## src/rtl/booth_mac_accum_pkg.sv

```systemverilog
// Shared types, default widths and the requantize/saturate helper for the MAC accumulate stage.
// Ports: none (package).
// Holds the FSM state type, parameter defaults and the sat_round() helper.
package booth_mac_accum_pkg;

  localparam int N_DEF     = 8;
  localparam int ACC_W_DEF = 32;
  localparam int SHIFT_DEF = 4;

  // Working width of sat_round(); callers sign-extend narrower sums into it.
  localparam int SAT_W = 64;

  typedef enum logic {
    ST_IDLE  = 1'b0,
    ST_ACCUM = 1'b1
  } state_t;

  // Takes a sum that already carries bias and the rounding half-LSB.
  // Floors by 'shift', optionally clamps negatives to zero, then clamps
  // into the signed n-bit range. Result is sign-extended to SAT_W bits.
  function automatic logic signed [SAT_W-1:0] sat_round(
    input logic signed [SAT_W-1:0] t,
    input int                      shift,
    input logic                    relu,
    input int                      n
  );
    logic signed [SAT_W-1:0] r;
    logic signed [SAT_W-1:0] hi;
    logic signed [SAT_W-1:0] lo;
    r  = t >>> shift;
    hi = (64'sd1 <<< (n - 1)) - 64'sd1;
    lo = -(64'sd1 <<< (n - 1));
    if (relu && r[SAT_W-1]) begin
      r = '0;
    end
    if (r > hi) begin
      r = hi;
    end else if (r < lo) begin
      r = lo;
    end
    return r;
  endfunction

endpackage

```

## src/rtl/booth_mac_accum_requant_sat.sv

```systemverilog
// Combinational requantizer: bias add, round-half-up, arithmetic shift, optional ReLU, saturate to N bits.
// Latency: 0 cycles (pure combinational). Backpressure: none, no state.
// Ports: i_acc (ACC_W signed sum), i_bias (ACC_W signed bias), o_q (N-bit signed activation).
module booth_mac_accum_requant_sat
  import booth_mac_accum_pkg::*;
#(
  parameter int N       = N_DEF,
  parameter int ACC_W   = ACC_W_DEF,
  parameter int SHIFT   = SHIFT_DEF,
  parameter int RELU_EN = 1
) (
  input  logic [ACC_W-1:0] i_acc,
  input  logic [ACC_W-1:0] i_bias,
  output logic [N-1:0]     o_q
);

  // Half an output LSB, so the floor shift below rounds to nearest.
  localparam logic signed [ACC_W-1:0] RND = ACC_W'(64'd1 << (SHIFT - 1));

  logic signed [ACC_W-1:0] w_t;

  // Sum wraps at ACC_W bits before the shift, matching the accumulator.
  assign w_t = $signed(i_acc) + $signed(i_bias) + RND;
  assign o_q = N'(sat_round(64'(w_t), SHIFT, (RELU_EN != 0), N));

endmodule

```

## src/rtl/booth_mac_accum.sv

```systemverilog
// Accumulates framed signed products into one dot product, then requantizes to an N-bit activation.
// Latency: result valid the cycle after the last beat is accepted; one beat per cycle.
// Backpressure: in_ready = ~(out_valid & ~out_ready); a held result freezes accumulation entirely.
// Ports: clk/rst_n; in_valid/in_ready/in_prod/in_first/in_last/bias (product stream);
//        out_valid/out_ready/out_data/out_terms (result); seq_err (framing error pulse).
module booth_mac_accum
  import booth_mac_accum_pkg::*;
#(
  parameter int N       = N_DEF,
  parameter int ACC_W   = ACC_W_DEF,
  parameter int SHIFT   = SHIFT_DEF,
  parameter int RELU_EN = 1
) (
  input  logic             clk,
  input  logic             rst_n,
  input  logic             in_valid,
  output logic             in_ready,
  input  logic [2*N-1:0]   in_prod,
  input  logic             in_first,
  input  logic             in_last,
  input  logic [ACC_W-1:0] bias,
  output logic             out_valid,
  input  logic             out_ready,
  output logic [N-1:0]     out_data,
  output logic [15:0]      out_terms,
  output logic             seq_err
);

  state_t                  r_state;
  state_t                  w_state_nxt;
  logic signed [ACC_W-1:0] r_acc;
  logic signed [ACC_W-1:0] w_acc_nxt;
  logic signed [ACC_W-1:0] w_prod_ext;
  logic [15:0]             r_term_cnt;
  logic [15:0]             w_term_cnt_nxt;
  logic                    w_seq_err_nxt;
  logic                    w_accept;
  logic                    r_out_valid;
  logic [N-1:0]            r_out_data;
  logic [15:0]             r_out_terms;
  logic                    r_seq_err;
  logic [N-1:0]            w_q;

  assign in_ready   = ~(r_out_valid & ~out_ready);
  assign w_accept   = in_valid & in_ready;
  assign w_prod_ext = ACC_W'($signed(in_prod));

  // Next-state / datapath. Without an accepted beat everything holds,
  // which is also how a held output freezes the accumulator.
  always_comb begin
    w_state_nxt    = r_state;
    w_acc_nxt      = r_acc;
    w_term_cnt_nxt = r_term_cnt;
    w_seq_err_nxt  = 1'b0;
    if (w_accept) begin
      if (in_first || (r_state == ST_IDLE)) begin
        // A new frame; an open sum (if any) is abandoned.
        w_acc_nxt      = w_prod_ext;
        w_term_cnt_nxt = 16'd1;
        w_seq_err_nxt  = (in_first && (r_state == ST_ACCUM)) ||
                         (!in_first && (r_state == ST_IDLE));
      end else begin
        w_acc_nxt      = r_acc + w_prod_ext;
        w_term_cnt_nxt = (r_term_cnt == 16'hFFFF) ? r_term_cnt : r_term_cnt + 16'd1;
      end
      w_state_nxt = in_last ? ST_IDLE : ST_ACCUM;
    end
  end

  // Requantize the sum that includes this cycle's beat.
  booth_mac_accum_requant_sat #(
    .N      (N),
    .ACC_W  (ACC_W),
    .SHIFT  (SHIFT),
    .RELU_EN(RELU_EN)
  ) u_requant (
    .i_acc (w_acc_nxt),
    .i_bias(bias),
    .o_q   (w_q)
  );

  always_ff @(posedge clk or negedge rst_n) begin
    if (!rst_n) begin
      r_state    <= ST_IDLE;
      r_acc      <= '0;
      r_term_cnt <= '0;
    end else begin
      r_state    <= w_state_nxt;
      r_acc      <= w_acc_nxt;
      r_term_cnt <= w_term_cnt_nxt;
    end
  end

  // Output register: loading a new result takes priority over draining,
  // so a last beat arriving as the old result leaves keeps out_valid high.
  always_ff @(posedge clk or negedge rst_n) begin
    if (!rst_n) begin
      r_out_valid <= 1'b0;
      r_out_data  <= '0;
      r_out_terms <= '0;
      r_seq_err   <= 1'b0;
    end else begin
      r_seq_err <= w_seq_err_nxt;
      if (w_accept && in_last) begin
        r_out_valid <= 1'b1;
        r_out_data  <= w_q;
        r_out_terms <= w_term_cnt_nxt;
      end else if (out_ready) begin
        r_out_valid <= 1'b0;
      end
    end
  end

  assign out_valid = r_out_valid;
  assign out_data  = r_out_data;
  assign out_terms = r_out_terms;
  assign seq_err   = r_seq_err;

endmodule

```

## config.mk

```make
export PLATFORM = sky130hd
export DESIGN_NAME = booth_mac_accum
export DESIGN_NICKNAME = d
export VERILOG_FILES = /design/src/rtl/booth_mac_accum_pkg.sv /design/src/rtl/booth_mac_accum_requant_sat.sv /design/src/rtl/booth_mac_accum.sv
export SDC_FILE = /design/constraint.sdc
export NUM_CORES = 1
export LEC_CHECK = 0
export ABC_CLOCK_PERIOD_IN_PS = 7200
export CORE_ASPECT_RATIO = 0.7
export CORE_MARGIN = 2
export CORE_UTILIZATION = 35
export DETAILED_ROUTE_END_ITERATION = 7
export PLACE_DENSITY = 0.54
export SLEW_MARGIN = 40
export SYNTH_ARGS = -nofsm -noshare
export SYNTH_HDL_FRONTEND = slang
export SYNTH_SLANG_ARGS = --single-unit
```

## constraint.sdc

```tcl
create_clock -name clk -period 7.2 [get_ports clk]
set_clock_uncertainty 0.15 [all_clocks]
set_input_delay 1.44 -clock clk [delete_from_list [all_inputs] [get_ports clk]]
set_output_delay 1.44 -clock clk [all_outputs]
set_load 0.02 [all_outputs]
```

==> metrics.md <==
| Metric | Value |
|---|---|
| Final Max Tran Viols | 0 |
| Routed length per instance | 16.10 um |
| Non-filler cells, final | 1,300 |
| Layout overhead on the synthesized area | 40.90% |
| Met1 Use GR | 0.3284 |
| Clk sink count | 75 |
| Yosys cell types | 68 |
| Routability cong. | 0.8582 |
| Final #Nets | 1,178 |
| Hold Vio Cnt, Final | 0 |
| Crit. Startpoint | in_prod[11] |
| Routed Antenna Nets | 0 |
| GRT Overall Usage | 0.2060 |
| Bufs on Longest Clock Path | 2 |
| Synth Instances | 807 |
| Die ar. | 0.02058 mm2 |
| Syn. warnings | 0 |
| GR Util met2 | 0.2918 |
| Worst Setup Slack, final | 0.2522 ns |
| CTS root buffer | clkbuf_16 |
| Max-cap violations | 0 |
| Status | finished, final reports clean |
| Asr flop ratio synth | 1.000 |
| GRT Residual Overflow | 0 |
| Cell area after synthesis | 0.006803 mm2 |
| Post-synth top area share | 0.2759 |
| Total power | ~2.5 mW |
| Clk_lat worst skew | 0.34 ns |
| Antenna Diode Count | 0 |
| Leakage | 4.608 nW |
| Via count | 6,625 |
| Shortest period the worst path allows | slightly below 7 ns |
| F_max | 0.1439 GHz |
| CP max stage delay | 0.53 ns |
| Fin crit share | 0.9650 |
| Die X | 170.6 um |
| Leading area contributor after synthesis | dfrtp_1 |
| End point of the critical path | out_data[0] |
| Register area share after synthesis | 0.2759 |
| Slew headroom | 0.5180 |
| Hold WC Path Type | flip-flop to flip-flop |
| Die outline height | 120.6 um |
| CTS tree | yes |
| Final Routed Wirelength | 20,940 um |
| Flop2flop setup slack | 1.26 ns |
| Setup violators final | 0 |
| Synthesized flop and latch total | 75 |
| Number of global-route vias before repair | 6,241 |
| Worst-Margin Slew | 0.7230 ns |
| Number of synthesized flops with an enable pin | 0 |
| Worst slack, placed | -0.6017 ns |
| Synth top cells by count | nand2_1, ha_1, dfrtp_1 |
| Initial antenna violation count | 0 |
| HPWL Detailed | 16,670 um |
| R2r startpoint | r_acc[2] |
| # IOs | 81 |
| Share of cells above drive strength 1 | 0.2239 |
| CTS buffer count | 9 |
| Largest net degree at the start of global routing | 76 |
| Count leader, synth | nand2_1 |
| Met3 GRT Util | 0.03142 |
| Core Region | 0.01897 mm2 |
| Global routing's busiest layer | met1 |
| Syn nets | 954 |
| First-pass GRT wire length | 33,170 um |
| Crit-path max FO | 7 |
| Placed insts | 1,279 |
| Initial Util | 0.3586 |
| PwrDens | 263.8 mW/mm2 |
| CP startpoint kind | input pin |
| Most used DFF post-synth | dfrtp_1 |
| CP arrival | about 7.0 ns |
| Clock transition at the registers of the reported paths | 0.06 ns |
| Rows | 42 |
| Crit path kind | input pin to flip-flop |
| Crit end category | flip-flop |
| Synth Area per Inst | 8.430 um2 |
| H-tree lvl count | 3 |
| Synth top area cells | dfrtp_1, ha_1, nand2_1, a21oi_1, o21ai_0 |
| Vias per cell | roughly 5.1 |
| Worst path slowest cell | clkdlybuf4s50_1 |
| Iteration-0 DRC Markers | 414 |
| DR DRC count | 0 |
| Critical Path RT | 7.29 ns |
| Drt pass-1 iters | 5 |
| R2R Path End | out_data[0] |
| Reg2Reg Depth | 27 |
| Port Buf Inserts | 80 |
| Maximum VDD drop | 0.2259 mV |
placed cells by master (no fill, tap or decap), types with 5 or more instances in the layout:
cell type	Yosys	layout
inv_1	23	23
o31ai_1	12	12
a21oi_1	68	61
mux2i_1	15	15
o21a_1	14	14
ha_1	92	81
nor3_1	9	8
a211oi_1	12	6
a31oi_1	13	10
nor2_1	59	59
a21o_1	36	36
nand3_1	17	17
dfrtp_1	75	75
and3_1	12	12
a211oi_2	0	6
nor2b_1	9	9
xnor2_1	22	22
clkbuf_16	0	9
o21bai_1	8	8
clkdlybuf4s50_1	0	72
nand2_1	104	103
buf_4	0	160
nand2b_1	8	8
ha_4	0	8
xor2_1	29	29
o21ai_0	60	53
o21ai_1	1	5
nand4_1	14	14
a21oi_2	0	7
registers in the layout, summed over array words and instances, names as in the netlist:
register / count
out_data: 8
r_term_cnt: 16
r_state: 1
seq_err: 1
r_acc: 32
out_terms: 16
out_valid: 1
power breakdown:
part | switching, mW | internal (mW) | total (mW)
clock network | 0.188 | 0.280 | 0.468
logic | 0.777 | 0.744 | 1.52
registers | 0.0480 | 0.491 | 0.539
total | 1.01 | 1.51 | 2.53
worst max-delay path, delay by kind of cell:
kind | cells | cell delay [ns]
muxes | 1 | 0.33
adders and majority gates | 3 | 0.79
AOI/OAI and AO/OA | 14 | 2.82
xor gates and xnor gates | 1 | 0.17
and+or+nand+nor | 5 | 0.38
buffers and inverters | 5 | 1.09
stage by stage:
step / hold slack (ns) / area (um2) / util / setup TNS, ns
detailed placement: 0.3197 / 9004 / 0.4746 / -3.985
floorplan: 0.3038 / 6803 / - / 0
global route: 0.3519 / 9585 / 0.5053 / -0.1989
CTS: 0.3337 / 9382 / 0.4945 / 0
finish: 0.3309 / 9585 / 0.5053 / 0
global placement: 0.3118 / 9000 / 0.4744 / -3.333
cell families (layout without fill, tap and decap cells):
family,after synthesis,after routing,synth area share
XOR/XNOR,51,51,0.06566
multiplexers,19,19,0.03035
adder cells (fa/ha/maj),93,93,0.1722
buffers and inverters,51,280,0.02851
flip-flops,75,75,0.2759
AO/OA/AOI/OAI,256,256,0.2459
AND/OR/NAND/NOR,262,262,0.1815
metal layers:
layer	vias to the layer above	part of all wire
li1	3410	-
met1	3055	0.54
met2	147	0.41
met3	13	0.046
met4	0	0.0072
met5	-	0
cell type report:
| cell class | count | area [um2] |
|---|---|---|
| sequential | 75 | 1877 |
| tap | 264 | 330.3 |
| clock buffer | 11 | 242.7 |
| clock inverter | 5 | 60.06 |
| timing repair buffer | 241 | 2021 |
| multi-input combinational | 681 | 4969 |
| inverter | 23 | 86.33 |
| fill | 1802 | 9385 |
worst min path at each step:
stage          slack (ns)     startpoint            end  depth (start not counted)
6_report             0.33  out_terms[11]  out_terms[11]                          2
5_1_grt              0.35   out_terms[7]   out_terms[7]                          2
4_1_cts              0.33  out_terms[10]  out_terms[10]                          2
3_5_place_dp         0.32  out_terms[10]  out_terms[10]                          2
3_3_place_gp         0.31   out_terms[0]   out_terms[0]                          2
2_1_floorplan        0.30        r_state        r_state                          2
repair_timing:
item / in CTS / in global routing
buffers inserted: 2 / 3
gates resized for setup: 21 / 34
hold buffers: 0 / 0
endpoints found under the setup margin: 7 / 7
pin swaps: 10 / 17
Power figures use the tool's default switching activity.
